==> src/rtl/scan_fsm_pkg.sv <==
// Shared types and constant functions for the scan-inserted sequence detector.
package scan_fsm_pkg;

    typedef enum logic {
        SCAN_MODE_FUNC  = 1'b0,
        SCAN_MODE_SHIFT = 1'b1
    } scan_mode_e;

    function automatic int calc_sw(input int pat_len);
        int w;
        w = $clog2(pat_len);
        return (w < 1) ? 1 : w;
    endfunction

    // Next state after matching s prefix bits and then receiving b: the longest
    // proper prefix of the pattern that is a suffix of (prefix[0..s-1], b).
    // Received-order bit i of the pattern is pattern[pat_len-1-i].
    function automatic int kmp_next(input int pat_len, input logic [31:0] pattern,
                                    input int s, input logic b);
        logic [32:0] str;
        int          len;
        int          kmax;
        int          res;
        logic        ok;
        str = '0;
        for (int i = 0; i < s; i++) begin
            str[i] = pattern[pat_len-1-i];
        end
        str[s] = b;
        len  = s + 1;
        kmax = (len < pat_len) ? len : pat_len - 1;
        res  = 0;
        for (int k = 1; k <= kmax; k++) begin
            ok = 1'b1;
            for (int j = 0; j < k; j++) begin
                if (str[len-k+j] != pattern[pat_len-1-j]) begin
                    ok = 1'b0;
                end
            end
            if (ok) begin
                res = k;
            end
        end
        return res;
    endfunction

endpackage

==> src/rtl/scan_dff.sv <==
// Mux-D scan flop: synchronous reset wins, then scan select, then functional data.
module scan_dff (
    input  logic clk,
    input  logic reset,
    input  logic d,
    input  logic si,
    input  logic se,
    output logic q
);

    logic r_q;

    always_ff @(posedge clk) begin
        if (reset) begin
            r_q <= 1'b0;
        end else if (se) begin
            r_q <= si;
        end else begin
            r_q <= d;
        end
    end

    assign q = r_q;

endmodule

==> src/rtl/scan_seq_fsm.sv <==
// Scan-inserted programmable sequence detector with saturating match counter.
// Optional build macro SCAN_FSM_BYPASS_EN adds a one-flop scan bypass path.
//
// state           | meaning
// 0..PAT_LEN-1    | number of pattern prefix bits currently matched
// >= PAT_LEN      | illegal (scan load only), next state computed as from 0
module scan_seq_fsm
    import scan_fsm_pkg::*;
#(
    parameter int                 PAT_LEN = 3,
    parameter logic [PAT_LEN-1:0] PATTERN = 3'b111,
    parameter int                 CNT_W   = 4,
    localparam int                SW      = calc_sw(PAT_LEN)
) (
    input  logic             clk,
    input  logic             reset,
    input  logic             in,
    input  logic             scan_en,
    input  logic             scan_in,
`ifdef SCAN_FSM_BYPASS_EN
    input  logic             scan_bypass,
`endif
    output logic             scan_out,
    output logic [SW-1:0]    state_out,
    output logic             match,
    output logic [CNT_W-1:0] match_count
);

    localparam int          L     = SW + CNT_W + 1;
    localparam int          TBL_N = 2 ** (SW + 1);
    localparam logic [31:0] PAT32 = 32'(PATTERN);

    logic [SW-1:0]    w_nxt_tbl [TBL_N];
    logic             w_hit_tbl [TBL_N];

    logic [L-1:0]     w_q;
    logic [L-1:0]     w_si;
    logic [L-1:0]     w_d;
    logic [L-1:0]     w_func_d;
    logic [SW-1:0]    w_state;
    logic [SW-1:0]    w_state_eff;
    logic [SW:0]      w_idx;
    logic [CNT_W-1:0] w_cnt;
    logic [CNT_W-1:0] w_cnt_nxt;
    logic             w_hit;
    logic             w_se;
    scan_mode_e       w_mode;

    // Transition table indexed by {state, in}; entries past 2*PAT_LEN are unreachable.
    for (genvar gi = 0; gi < TBL_N; gi++) begin : g_tbl
        if (gi < 2 * PAT_LEN) begin : g_used
            assign w_nxt_tbl[gi] = SW'(kmp_next(PAT_LEN, PAT32, gi / 2, 1'(gi % 2)));
            assign w_hit_tbl[gi] = ((gi / 2) == (PAT_LEN - 1)) && (PAT32[0] == 1'(gi % 2));
        end else begin : g_unused
            assign w_nxt_tbl[gi] = '0;
            assign w_hit_tbl[gi] = 1'b0;
        end
    end

    // Chain vector, MSB first in shift order: state, count, match.
    assign w_state     = w_q[L-1 -: SW];
    assign w_cnt       = w_q[CNT_W:1];
    assign w_state_eff = ({1'b0, w_state} >= (SW + 1)'(PAT_LEN)) ? '0 : w_state;
    assign w_idx       = {w_state_eff, in};
    assign w_hit       = w_hit_tbl[w_idx];
    assign w_cnt_nxt   = (w_hit && (w_cnt != '1)) ? w_cnt + CNT_W'(1) : w_cnt;
    assign w_func_d    = {w_nxt_tbl[w_idx], w_cnt_nxt, w_hit};
    assign w_si        = {scan_in, w_q[L-1:1]};
    assign w_mode      = scan_mode_e'(scan_en);

`ifdef SCAN_FSM_BYPASS_EN
    logic w_byp_act;
    logic w_byp_q;

    assign w_byp_act = (w_mode == SCAN_MODE_SHIFT) && scan_bypass;

    scan_dff u_byp (
        .clk   (clk),
        .reset (reset),
        .d     (w_byp_q),
        .si    (scan_in),
        .se    (w_byp_act),
        .q     (w_byp_q)
    );

    // While bypassing, the main chain holds by recirculating its own Q.
    assign w_se     = (w_mode == SCAN_MODE_SHIFT) && !w_byp_act;
    assign w_d      = w_byp_act ? w_q : w_func_d;
    assign scan_out = w_byp_act ? w_byp_q : w_q[0];
`else
    assign w_se     = (w_mode == SCAN_MODE_SHIFT);
    assign w_d      = w_func_d;
    assign scan_out = w_q[0];
`endif

    for (genvar gb = 0; gb < L; gb++) begin : g_chain
        scan_dff u_ff (
            .clk   (clk),
            .reset (reset),
            .d     (w_d[gb]),
            .si    (w_si[gb]),
            .se    (w_se),
            .q     (w_q[gb])
        );
    end

    assign state_out   = w_state;
    assign match_count = w_cnt;
    assign match       = w_q[0];

endmodule

==> config.mk <==
export PLATFORM = sky130hd
export DESIGN_NAME = scan_seq_fsm
export DESIGN_NICKNAME = d
export VERILOG_FILES = /design/src/rtl/scan_fsm_pkg.sv /design/src/rtl/scan_dff.sv /design/src/rtl/scan_seq_fsm.sv
export SDC_FILE = /design/constraint.sdc
export NUM_CORES = 1
export LEC_CHECK = 0
export CORE_MARGIN = 3
export CORE_UTILIZATION = 25
export CTS_CLUSTER_SIZE = 8
export DETAILED_ROUTE_END_ITERATION = 12
export GPL_TIMING_DRIVEN = 0
export SETUP_SLACK_MARGIN = 0.2
export SLEW_MARGIN = 10
export SYNTH_ARGS = -nofsm -noshare
export SYNTH_HDL_FRONTEND = slang
export SYNTH_HIERARCHICAL = 1
export SYNTH_SLANG_ARGS = --single-unit
==> constraint.sdc <==
create_clock -name clk -period 1.35 [get_ports clk]
set_input_delay 0.27 -clock clk [delete_from_list [all_inputs] [get_ports clk]]
set_output_delay 0.27 -clock clk [all_outputs]
set_load 0.005 [all_outputs]
==> summary.md <==
| Metric | Value |
|---|---|
| Core Area | `1350 um2` |
| Syn Area/Cell | `9.66 um2` |
| Number of inserted diodes | `0` |
| Layout Area Growth over Synthesis | `89.0%` |
| Overall track demand over capacity in global routing | `0.114` |
| Critical Path Start Type | `register` |
| Areal power density over the cells | `699 nW/um2` |
| Largest cells by area after synthesis | `sky130_fd_sc_hd__dfxtp_1 37%, sky130_fd_sc_hd__mux2i_1 19%, sky130_fd_sc_hd__nor2_1 8.0%, sky130_fd_sc_hd__xnor2_1 4.7%, sky130_fd_sc_hd__buf_4 4.0%` |
| Fraction of met2 tracks used by global routing | `0.166` |
| Top-area cell type share of the netlist area | `0.372` |
| Register-to-register setup slack | `0.01 ns` |
| Layer with the highest usage | `met2` |
| Overflow left after global routing | `0` |
| Clock period minus worst slack | `1.34 ns` |
| Count of hold-fix buffers inserted at cts | `0` |
| Design Power | `498 uW` |
| Maximum frequency from static timing analysis | `747 MHz` |
| Pre-antenna DRT Iters | `1` |
| Level count of the clock H-tree | `1` |
| Clock tree root driver cell | `sky130_fd_sc_hd__clkbuf_4` |
| Wire length after detailed routing | `956 um` |
| Via count of the first global-routing pass | `355` |
| Clock latency on the worst-skew pair | `0.25 ns` |
| Distinct cells, synth | `17` |
| DR WL/cell | `11.5 um` |
| Post-synthesis sequential area ratio | `0.372` |
| Most used flip-flop cell after synthesis | `sky130_fd_sc_hd__dfxtp_1` |
| Number of flops mapped to enable cells by yosys | `0` |
| Relative max-transition margin | `0.706` |
| Global routing usage on met1 | `0.138` |
| Clock input transition at the sequential cells of the worst setup and hold paths | `0.05 ns` |
| Reported max-cap violation count | `0` |
| Actual transition at the worst max-transition pin | `0.441 ns` |
| Post-synthesis mux area share | `0.256` |
| Dominant cell type by area after synthesis | `sky130_fd_sc_hd__dfxtp_1` |
| Area enclosed by the die boundary | `2010 um2` |
| Final core utilization | `0.527` |
| Placer's final routability congestion estimate | `0.699` |
| Mapped cell area | `377 um2` |
| Final hold violation count | `0` |
| Post-DR vias/cell | `4.45` |
| Maximum number of pins on one net before global-route repair | `8` |
| Met3 track utilization from global routing | `0.0598` |
| Final worst-path cycle share | `0.991` |
| Worst Hold Launch | `in` |
| # clock sinks | `7` |
| Req. time, crit path | `1.48 ns` |
| Proportion of layout cells with a drive suffix above 1 | `0.515` |
| Count of port buffers added during placement | `12` |
| Global-route wire length before repair | `1.61 mm` |
| Outcome | `finished clean` |
| Clock tree buffer depth | `2` |
| Critical Path End Type | `register` |
| Count of cells along the worst hold path | `4` |
| Number of violations reported at the end of detailed-routing iteration 0 | `0` |
| Final nets | `75` |
| Worst min-delay path class | `primary input to register` |
| Number of setup violations in the final report | `0` |
| Post-synthesis simple-gate area fraction | `0.226` |
| Most used standard cells in the synthesized netlist | `8 x sky130_fd_sc_hd__nor2_1, 7 x sky130_fd_sc_hd__dfxtp_1, 7 x sky130_fd_sc_hd__mux2i_1` |
| Clock tree from TritonCTS | `done` |
| Post-synthesis cell count | `39` |
| Synth Area in Compound Gates | `0.0266` |
| Static leakage power | `0.347 nW` |
| Area after detailed placement | `546 um2` |
| RSZ-0062 raised after global routing | `yes` |
| YS warnings | `6` |
| Synth async-reset ratio | `0` |
| Most frequently used cell type in the post-synthesis netlist | `sky130_fd_sc_hd__nor2_1` |
| Category of the most critical setup path | `register to register` |
| Max FFs per register | `7` |
| FF-to-FF End | `g_chain[3].u_ff/q` |
| Chip Height | `44.8 um` |
| Worst Reg2Reg Path Length in Cells | `8` |
| Largest vdd supply drop | `0.459 mV` |
| Worst clock skew | `0.00386 ns` |
| Data arrival time of the critical path | `1.47 ns` |
| Number of max-slew violations in the final report | `0` |
| Top-level I/O count | `13` |
| Inserted Clock Buffers | `3` |
| Synthesized-area fraction occupied by adder cells | `0.0332` |
| Number of nets in the synthesized netlist | `45` |
| Parity-gate share of the synthesized area counting xor and xnor cells | `0.0465` |
| Number of synthesized register bits | `7` |
| Num rows | `13` |
| DRC violations left | `0` |
| Area of all placed cells without fillers | `712 um2` |
| Sum of negative setup slack | `0 ns` |
| WHS Endpoint | `g_chain[5].u_ff/q` |
| Initial cell density of the core | `0.279` |
| Main combinational cell family by area after synthesis | `multiplexers` |
| Biggest fanout along the worst timing path | `3` |
| Initial antenna violation count | `0` |
| ANT nets after route | `0` |
| Die Width | `44.8 um` |
| Vias post-DR | `369` |
| Startpoint of the worst register-to-register path | `g_chain[5].u_ff/q` |
report_power, final:
part	total [mW]	internal (mW)	switching, mW
registers	0.213	0.208	0.00589
logic	0.0991	0.0629	0.0362
clock network	0.185	0.112	0.0727
total	0.498	0.383	0.115
layout make-up:
type                    count  area, um2
repair buffers             25        219
fillers                   126        638
clock buffers               4       26.3
well taps                  15       18.8
flip-flops and latches      7        161
multi-input cells          30        268
plain buffers               2       18.8
critical path: stages (launching register included):
cell	delay (ns)
sky130_fd_sc_hd__dfxtp_4	0.34
sky130_fd_sc_hd__and3b_1	0.17
sky130_fd_sc_hd__buf_6	0.13
sky130_fd_sc_hd__buf_4	0.13
sky130_fd_sc_hd__buf_6	0.11
sky130_fd_sc_hd__a21oi_2	0.10
sky130_fd_sc_hd__a21oi_1	0.05
sky130_fd_sc_hd__mux2i_1	0.13
sky130_fd_sc_hd__nor2_1	0.06
layout by cell type, fill, tap and decap left out:
cell type                         synthesis  routed
sky130_fd_sc_hd__dfxtp_4                  0       5
sky130_fd_sc_hd__xnor2_1                  2       1
sky130_fd_sc_hd__nand2b_1                 1       1
sky130_fd_sc_hd__nand4_4                  0       1
sky130_fd_sc_hd__buf_4                    2      11
sky130_fd_sc_hd__and2_1                   1       1
sky130_fd_sc_hd__nand3_2                  0       1
sky130_fd_sc_hd__nor2_1                   8       8
sky130_fd_sc_hd__dlygate4sd2_1            0       5
sky130_fd_sc_hd__ha_4                     0       1
sky130_fd_sc_hd__nand2_4                  0       1
sky130_fd_sc_hd__nor2b_1                  1       1
sky130_fd_sc_hd__mux2i_1                  7       7
sky130_fd_sc_hd__clkdlybuf4s15_1          0       3
sky130_fd_sc_hd__clkdlybuf4s50_1          0       2
sky130_fd_sc_hd__and3b_1                  1       1
sky130_fd_sc_hd__buf_6                    0       5
sky130_fd_sc_hd__nand2_1                  1       1
sky130_fd_sc_hd__mux2_4                   1       2
sky130_fd_sc_hd__clkbuf_2                 0       1
sky130_fd_sc_hd__xnor2_2                  0       1
sky130_fd_sc_hd__clkbuf_1                 0       1
sky130_fd_sc_hd__clkbuf_4                 0       3
sky130_fd_sc_hd__a21oi_1                  2       1
sky130_fd_sc_hd__dfxtp_2                  0       2
sky130_fd_sc_hd__a21oi_2                  0       1
metrics by stage:
step,hold slack [ns],setup slack [ns],std cells
floorplan,0.335,0.0396,39
global placement,0.514,-0.393,66
detailed placement,0.522,-0.412,66
CTS,0.500,0.00373,78
global route,0.574,-0.0357,83
finish,0.533,0.0118,83
cells by family after synthesis:
group	count (synthesis)
simple gates	16
mux	9
flops	7
compound gates	2
xor+xnor	2
buf+inv	2
fa+ha+maj	1
repair_timing:
item | 4_1_cts | 5_1_grt
buffers inserted | 8 | 5
pin swaps | 4 | 9
hold endpoints to repair | 0 | 0
gates resized for setup | 20 | 14
endpoints found under the setup margin | 14 | 12
routing by layer:
metal / share of wire / wire [um] / vias up
met5: 0 / 0 / -
met2: 0.46 / 442 / 10
li1: - / - / 190
met4: 0.0084 / 8 / 0
met1: 0.45 / 433 / 167
met3: 0.073 / 70 / 2
worst max-delay path by stage:
stage                     depth (start not counted)  slack (ns)              start           endpoint
after floorplan                                   6        0.04  g_chain[5].u_ff/q  g_chain[4].u_ff/q
after global placement                            7       -0.39                 in  g_chain[4].u_ff/q
after detailed placement                          7       -0.41                 in  g_chain[4].u_ff/q
after CTS                                         6       0.004  g_chain[1].u_ff/q  g_chain[2].u_ff/q
after global routing                              6       -0.04  g_chain[2].u_ff/q  g_chain[2].u_ff/q
final                                             8        0.01  g_chain[5].u_ff/q  g_chain[3].u_ff/q
Power figures use the tool's default switching activity.
